`src/rtl/sw_debounce.sv`:
```
// ============================================================================
// Module   : sw_debounce
// Brief    : N-channel slide-switch debouncer. Each channel has a two-flop
//            synchronizer and a stability counter. Optional registered
//            rise/fall pulses are enabled by defining SW_DEBOUNCE_EDGE_EN.
// Revision : 1.0 - initial release
// ============================================================================
`default_nettype none

module sw_debounce #(
    parameter int N_SW            = 4,
    parameter int DEBOUNCE_CYCLES = 1000000
) (
    input  logic            clk,
    input  logic            reset,
    input  logic [N_SW-1:0] SW,
    output logic [N_SW-1:0] sw_clean,
    output logic [N_SW-1:0] sw_rise,
    output logic [N_SW-1:0] sw_fall,
    output logic            sw_busy
);

    localparam int                CNT_W    = $clog2(DEBOUNCE_CYCLES);
    localparam logic [CNT_W-1:0] CNT_LAST = CNT_W'(DEBOUNCE_CYCLES - 1);

    generate
        if (DEBOUNCE_CYCLES < 2 || N_SW < 1) begin : g_param_check
            $error("sw_debounce: DEBOUNCE_CYCLES must be >= 2 and N_SW >= 1");
        end
    endgenerate

    typedef enum logic {
        ST_IDLE  = 1'b0,
        ST_COUNT = 1'b1
    } state_e;

    logic   [N_SW-1:0]            sync1;
    logic   [N_SW-1:0]            sync2;
    logic   [N_SW-1:0]            clean_nxt;
    logic   [N_SW-1:0][CNT_W-1:0] cnt;
    logic   [N_SW-1:0][CNT_W-1:0] cnt_nxt;
    state_e [N_SW-1:0]            state;

    always_ff @(posedge clk or posedge reset) begin
        if (reset) begin
            sync1    <= '0;
            sync2    <= '0;
            sw_clean <= '0;
            cnt      <= '0;
        end else begin
            sync1    <= SW;
            sync2    <= sync1;
            sw_clean <= clean_nxt;
            cnt      <= cnt_nxt;
        end
    end

    // A channel is counting exactly while its synchronized input disagrees
    // with the accepted level; the terminal compare wins over increment.
    always_comb begin
        clean_nxt = sw_clean;
        cnt_nxt   = '0;
        state     = '{default: ST_IDLE};
        for (int i = 0; i < N_SW; i++) begin
            state[i] = (sync2[i] != sw_clean[i]) ? ST_COUNT : ST_IDLE;
            case (state[i])
                ST_IDLE: begin
                    cnt_nxt[i] = '0;
                end
                ST_COUNT: begin
                    if (cnt[i] == CNT_LAST) begin
                        clean_nxt[i] = sync2[i];
                        cnt_nxt[i]   = '0;
                    end else begin
                        cnt_nxt[i] = cnt[i] + CNT_W'(1);
                    end
                end
                default: begin
                    cnt_nxt[i] = '0;
                end
            endcase
        end
    end

    assign sw_busy = |cnt;

`ifdef SW_DEBOUNCE_EDGE_EN
    always_ff @(posedge clk or posedge reset) begin
        if (reset) begin
            sw_rise <= '0;
            sw_fall <= '0;
        end else begin
            sw_rise <= clean_nxt & ~sw_clean;
            sw_fall <= ~clean_nxt & sw_clean;
        end
    end
`else
    assign sw_rise = '0;
    assign sw_fall = '0;
`endif

endmodule

`default_nettype wire

```
`config.mk`:
```
export PLATFORM = sky130hd
export DESIGN_NAME = sw_debounce
export DESIGN_NICKNAME = d
export VERILOG_FILES = /design/src/rtl/sw_debounce.sv
export SDC_FILE = /design/constraint.sdc
export NUM_CORES = 1
export LEC_CHECK = 0
export ABC_AREA = 1
export BUFFER_PORTS_ARGS = -buffer_cell sky130_fd_sc_hd__buf_4
export CORE_ASPECT_RATIO = 0.5
export CORE_MARGIN = 4
export CORE_UTILIZATION = 56
export DETAILED_ROUTE_END_ITERATION = 12
export PLACE_DENSITY = 0.76
export SLEW_MARGIN = 20
export SYNTH_ARGS = -nofsm -noshare
export SYNTH_HDL_FRONTEND = slang
export SYNTH_SLANG_ARGS = --single-unit
export TNS_END_PERCENT = 1
```
`constraint.sdc`:
```
create_clock -name clk -period 3.15 [get_ports clk]
set_input_delay 0.63 -clock clk [delete_from_list [all_inputs] [get_ports clk]]
set_output_delay 0.63 -clock clk [all_outputs]
set_load 0.005 [all_outputs]
```
==> results of run 1 <==
through the flow:
step	utilization, %	hold slack (ns)
global route	65.2	0.367
global placement	61.6	0.334
CTS	65.2	0.350
finish	65.2	0.349
floorplan	-	0.331
detailed placement	61.6	0.345
final timing paths:
kind / slack (ns) / endpoint / cells after the start
worst max register to register: 1.59 / cnt[23] / 8
worst max-delay path: 0.92 / sw_busy / 8
worst min-delay path: 0.35 / sync2[3] / 0
worst min register to register: 0.35 / sync2[3] / 0
min in group asynchronous: 0.36 / sw_clean[1] / 2
max in group asynchronous: 2.13 / cnt[76] / 3
state kept, by name (all words and copies together), names as in the netlist:
| name | flops |
|---|---|
| sync2 | 4 |
| sync1 | 4 |
| cnt | 80 |
| sw_clean | 4 |
routing by layer:
layer / up-vias / track usage (%) / share of wire [%]
met5: - / 0 / 0
met4: 0 / 4.32 / 0.87
met3: 10 / 4.59 / 5.5
met2: 119 / 32.4 / 43
met1: 2035 / 31.2 / 51
li1: 2172 / - / -
cell families (layout without fill, tap and decap cells):
family,Yosys count,after routing
AO/OA/AOI/OAI,32,32
XOR/XNOR,39,39
adder cells (fa/ha/maj),8,8
buffers and inverters,90,108
flip-flops,92,92
other,1,8
AND/OR/NAND/NOR,426,426
power groups by stage:
| stage | registers (mW) | clock network (mW) | logic (mW) |
|---|---|---|---|
| 2_1_floorplan | 1.23 | 0 | 0.0888 |
| 3_3_place_gp | 1.24 | 0 | 0.113 |
| 3_5_place_dp | 1.24 | 0 | 0.116 |
| 4_1_cts | 1.21 | 1.20 | 0.117 |
| 5_1_grt | 1.22 | 1.26 | 0.133 |
| 6_report | 1.21 | 1.18 | 0.114 |
cell type report:
class | count | area [sq um] | share of cell area (%)
Multi-Input combinational cell | 513 | 2680 | 45.7
Sequential cell | 92 | 2300 | 39.3
Inverter | 81 | 309 | 5.28
Clock buffer | 10 | 239 | 4.08
Tap cell | 117 | 146 | 2.50
Timing Repair Buffer | 11 | 95.1 | 1.62
Clock inverter | 6 | 86.3 | 1.47
worst reg2reg max path: cells and delay by family (launching register included):
kind                     cells  cell delay, ns
AO/OA/AOI/OAI                1            0.12
adder cells (fa/ha/maj)      1            0.18
buffers and inverters        1            0.13
flip-flops                   1            0.38
AND/OR/NAND/NOR              5            0.64
cell usage in the layout (no fill, tap or decap), drive strengths merged:
master,n
nor2,200
nand2,133
dfrtp,92
inv,82
nand3,60
xor2,30
a21oi,16
nor3,15
o21ai,13
buf,11
clkbuf,10
nand4,9
xnor2,9
ha,8
conb,8
nand3b,5
nor3b,4
o21bai,2
clkinv,2
bufinv,2
o21a,1
clkinvlp,1
==> qor.yml, run 1 <==
wirelength_um: 11100
global_route_wire_length_before_repair_um: 19700
min-delay-start: "sync1[3]"
share_clk_of_total_power_pct: 47.0
drt_first_pass_iters: 5
main_combinational_cell_family_by_area_after_synthesis: "simple AND/OR/NAND/NOR gates"
n_fill_cell: 753
area_delta_synth_final_pct: 9.83
num-nets-final: 722
path_delay_family: "simple AND/OR/NAND/NOR gates"
worstSetupStartpointType: "flip-flop"
die_h_um: 77.0
core_sq_um: 8980
ys_seq_elements: 92
first_iter_violations: 334
hold_buffers: 0
io_pins: 19
crit_path_max_incr_delay_ns: 0.39
final_area_sq_um: 5860
fmax_mhz: 449
ys.warnings.count: 0
maximum_number_of_pins_on_one_net_before_global_route_repair: 48
route.detailed.drc: 0
synth-edff-count: 0
report.final.slew_viol_count: 0
root_buffer_cell: "clkbuf_16"
post_synth_xor_area_fraction_pct: 6.97
yosys_most_used_dff: "dfrtp_1"
holdCritPathClass: "reg2reg"
place_inst: 814
pre_cts_ws_ns: 1.28
synth.most_common_cell: "nor2_1"
placement_rows: 24
port-buffer-count: 10
synth_compound_gate_area_share_pct: 3.36
maxCapViolCount: 0
timing.setup.critical_path_class: "reg2out"
critical_path.cell_chain: "inv_1, ha_1, nand3_1, nor2_1, nand2_1, nor2_1, nand3_1, buf_4"
synth.cells.most_frequent: "nor2_1, nand2_1, dfrtp_1, inv_1, nand3_1"
switching_power_summed_over_all_nets_uw: 553
post_route_cells_drive_above_1_share_pct: 12.9
cts_setup_buffers: 0
rsz_0062_raised_after_global_routing: "no"
synth_async_sr_flop_share_pct: 100
critical_path.endpoint_type: "output port"
final.period_utilization_pct: 70.7
first_global_vias: 4100
synthMuxAreaShare_pct: 0
post-layout-total-power_mw: 2.51
cts-buffers-inserted: 9
largest_voltage_drop_on_the_vdd_net_v: 0.000319
initial_utilization_pct: 59.4
netlist_instances: 688
finalWorstPathRequiredPeriod_ns: 2.23
dieWidth_um: 146
max_slew_margin_pct: 60.2
cts_tree: "built"
grt_usage_pct: 21.2
setup_slack_ns: 0.921
finalHoldViolations: 0
gp_congestion: 0.907
cts_repair_resize_count: 0
setup_tns_ns: 0
power.share.combinational_pct: 4.6
synth_top_cells_by_area: "dfrtp_1, nor2_1, nand2_1, inv_1, nand3_1"
clk_path_buf_depth: 2
pwr_density_cell_nw_per_um2: 428
post_synth_instance_area_sq_um: 5330
path_max_fanout: 3
finalNonFillerCells: 830
cts_htree_levels: 3
critical-path-slowest-cell: "dfrtp_1"
synth_top_area_cell: "dfrtp_1"
critical_path.reg2reg.startpoint: "cnt[21]"
worst_ep_required_time_ns: 2.52
detail_route.wl_per_cell_um: 13.4
distinct_cell_type_count_of_the_synthesized_netlist: 31
setup.worst_path.start: "cnt[0]"
cts.sink_count: 92
worst_clock_skew_ns: 0.00510
die_footprint_sq_um: 11200
diode_insertion_count_for_antenna_repair: 0
overflow: 0
dpl-instance-area_sq_um: 5530
run_status: "completed"
critPathBufInv: 2
ant_nets: 0
path_clk_slew_ns: 0.06
setup-violations-final: 0
synth-seq-area-share_pct: 43.2
internal_power_mw: 1.95
worstPathArrival_ns: 1.60
synth-simple-area-share_pct: 37.5
synth-adder-area-share_pct: 1.88
tightest_slew_ns: 0.595
routed-via-count: 4336
antenna_found_initial: 0
swShare_pct: 22.1
post_drt_via_cell_ratio: 5.22
clkLatencyLatePin_ns: 0.34
seq_power_share_pct: 48.5
yosys.area.top_type_share_pct: 43.2
power.leakage_nw: 2.60
detailedPlacementHpwl_um: 8210
postSynthAreaPerCell_sq_um: 7.75
Power figures use the tool's default switching activity.
==> run 2, diff against run 1 <==
CORE_UTILIZATION = 62   (was 56)
PLACE_DENSITY = 0.8   (was 0.76)
clock period = 2.2 ns   (was 3.15 ns; I/O delays follow)
==> run 2 against run 1 <==
  * Design area down 0.30%
  * Combinational power up 46%
  * Clock skew up 0.00050 ns
==> qor.yml, run 2 (same netlist as run 1, synthesis figures left out) <==
core_sq_um: 8170  # was 8980 sq um
maxCapViolCount: 0  # unchanged
top_library_cells_by_usage_in_the_layout_fill_and_taps_aside: "nor2_1, nand2_1, dfrtp_1"  # unchanged
worstSetupStartpointType: "flip-flop"  # unchanged
overflow: 0  # unchanged
timing.setup.critical_path_class: "reg2out"  # unchanged
post_route_cells_drive_above_1_share_pct: 12.9  # unchanged
cts-buffers-inserted: 9  # unchanged
first_iter_violations: 477  # was 334
rsz_0062_raised_after_global_routing: "no"  # unchanged
routed-via-count: 4377  # was 4336
tightest_slew_ns: 0.629  # was 0.595 ns
critical_path.reg2reg.startpoint: "cnt[0]"  # was cnt[21]
worstReg2RegEnd: "cnt[9]"  # was cnt[23]
global_route_wire_length_before_repair_um: 19900  # was 19700 um
initial_utilization_pct: 65.2  # was 59.4%
antenna_found_initial: 0  # unchanged
fmax_mhz: 479
report.final.slew_viol_count: 0  # unchanged
die_footprint_sq_um: 10200  # was 11200 sq um
route.detailed.drc: 0  # unchanged
max_slew_margin_pct: 57.8  # was 60.2%
area_delta_synth_final_pct: 9.50  # was 9.83%
num-nets-final: 722  # unchanged
min-delay-start: "SW[3]"  # was sync1[3]
largest_register: "cnt"  # unchanged
maximum_number_of_pins_on_one_net_before_global_route_repair: 93  # was 48
min_delay_worst_endpoint: "sync1[3]"  # was sync2[3]
critical_path.endpoint_type: "output port"  # unchanged
run_status: "completed"  # unchanged
cts.sink_count: 92  # unchanged
final_core_utilization_pct: 71.4  # was 65.2%
gp_congestion: 0.973  # was 0.907
finalWorstPathRequiredPeriod_ns: 2.09
most_frequent_standard_cell_in_the_layout_excluding_fill_and_tap_cells: "nor2_1"  # unchanged
r2r.worst_path.cells: 6  # was 8
worstHoldPathCells: 1  # was 0
first_global_vias: 4187  # was 4100
setup-violations-final: 0  # unchanged
wirelength_um: 11600  # was 11100 um
worst_ep_required_time_ns: 1.76  # was 2.52 ns
cts_repair_resize_count: 0  # unchanged
clkLatencyLatePin_ns: 0.35  # was 0.34 ns
detailedPlacementHpwl_um: 8380  # was 8210 um
port-buffer-count: 10  # unchanged
grt_usage_pct: 24.4  # was 21.2%
pre_cts_ws_ns: 0.462  # was 1.28 ns
diode_insertion_count_for_antenna_repair: 0  # unchanged
root_buffer_cell: "clkbuf_16"  # unchanged
path_clk_slew_ns: 0.07  # was 0.06 ns
finalHoldViolations: 0  # unchanged
hold_buffers: 0  # unchanged
largest_voltage_drop_on_the_vdd_net_v: 0.000404  # was 0.000319 V
path_max_fanout: 3  # unchanged
cts_tree: "built"  # unchanged
power.leakage_nw: 2.58  # was 2.60 nW
placement_rows: 23  # was 24
worstPathArrival_ns: 1.65  # was 1.60 ns
final.period_utilization_pct: 95.0
io_pins: 19  # unchanged
ant_nets: 0  # unchanged
pwr_density_cell_nw_per_um2: 604  # was 428 nW/um^2
worst_clock_skew_ns: 0.00560  # was 0.00510 ns
post_drt_via_cell_ratio: 5.31  # was 5.22
holdCritPathClass: "in2reg"  # was reg2reg
dieWidth_um: 139  # was 146 um
reg2reg_setup_slack_ns: 0.61  # was 1.59 ns
detail_route.wl_per_cell_um: 14.1  # was 13.4 um
setup_slack_ns: 0.111  # was 0.921 ns
post-layout-total-power_mw: 3.52  # was 2.51 mW
cts_htree_levels: 3  # unchanged
clk_path_buf_depth: 2  # unchanged
cts_setup_buffers: 0  # unchanged
setup_tns_ns: 0  # unchanged
max_reg_flops: 80  # unchanged
drt_first_pass_iters: 5  # unchanged
die_h_um: 73.6  # was 77.0 um
[run 2: changes by cell type in the layout (fill, tap and decap cells not counted), sizes merged]
cell and delta:
clkbuf +1, inv -2, bufinv -1, clkinvlp +1, clkinv +1
[run 2: routing by layer]
layer / routed length (um) / global-route usage [%] / vias to the layer above
li1: - / - / 2162
met1: 5540 / 33.6 / 2051
met4: 160 / 7.81 / 0
met5: 0 / 0 / -
met3: 764 / 6.70 / 22
met2: 5150 / 38.1 / 142
[run 2: worst max-delay path by stage]
stage,startpoint,end,slack (ns)
after CTS,cnt[20],sw_busy,0.08
final,cnt[20],sw_busy,0.11
after detailed placement,cnt[20],sw_busy,0.46
after floorplan,reset,cnt[0],0.68
after global placement,cnt[20],sw_busy,0.47
after global routing,cnt[20],sw_busy,0.01
[run 2: worst max-delay path: stages (launching register included)]
cell	delay (ns)
dfrtp_1	0.39
inv_1	0.12
ha_1	0.16
nand3_1	0.07
nor2_1	0.14
nand2_1	0.07
nor2_1	0.09
nand3_1	0.10
buf_4	0.15
[run 2: final cells by class]
type / instances / area (sq um)
clock buffers: 11 / 253
clock inverters: 5 / 60.1
fillers: 660 / 2330
inverters: 81 / 310
multi-input cells: 513 / 2680
flip-flops and latches: 92 / 2300
well taps: 112 / 140
repair buffers: 11 / 95.1
[run 2: per-stage QoR]
| step | std cells | hold WS (ns) | instance area (sq um) |
|---|---|---|---|
| 2_1_floorplan | 695 | 0.331 | 5360 |
| 3_3_place_gp | 809 | 0.332 | 5530 |
| 6_report | 825 | 0.193 | 5840 |
| 3_5_place_dp | 809 | 0.336 | 5530 |
| 5_1_grt | 825 | 0.182 | 5840 |
| 4_1_cts | 825 | 0.188 | 5840 |
[run 2: where the power goes]
part	internal, mW	leakage [nW]	switching, mW	total [mW]
sequential	1.72	1.26	0.0228	1.74
clock	0.945	0.152	0.674	1.62
combinational	0.0521	1.18	0.114	0.166
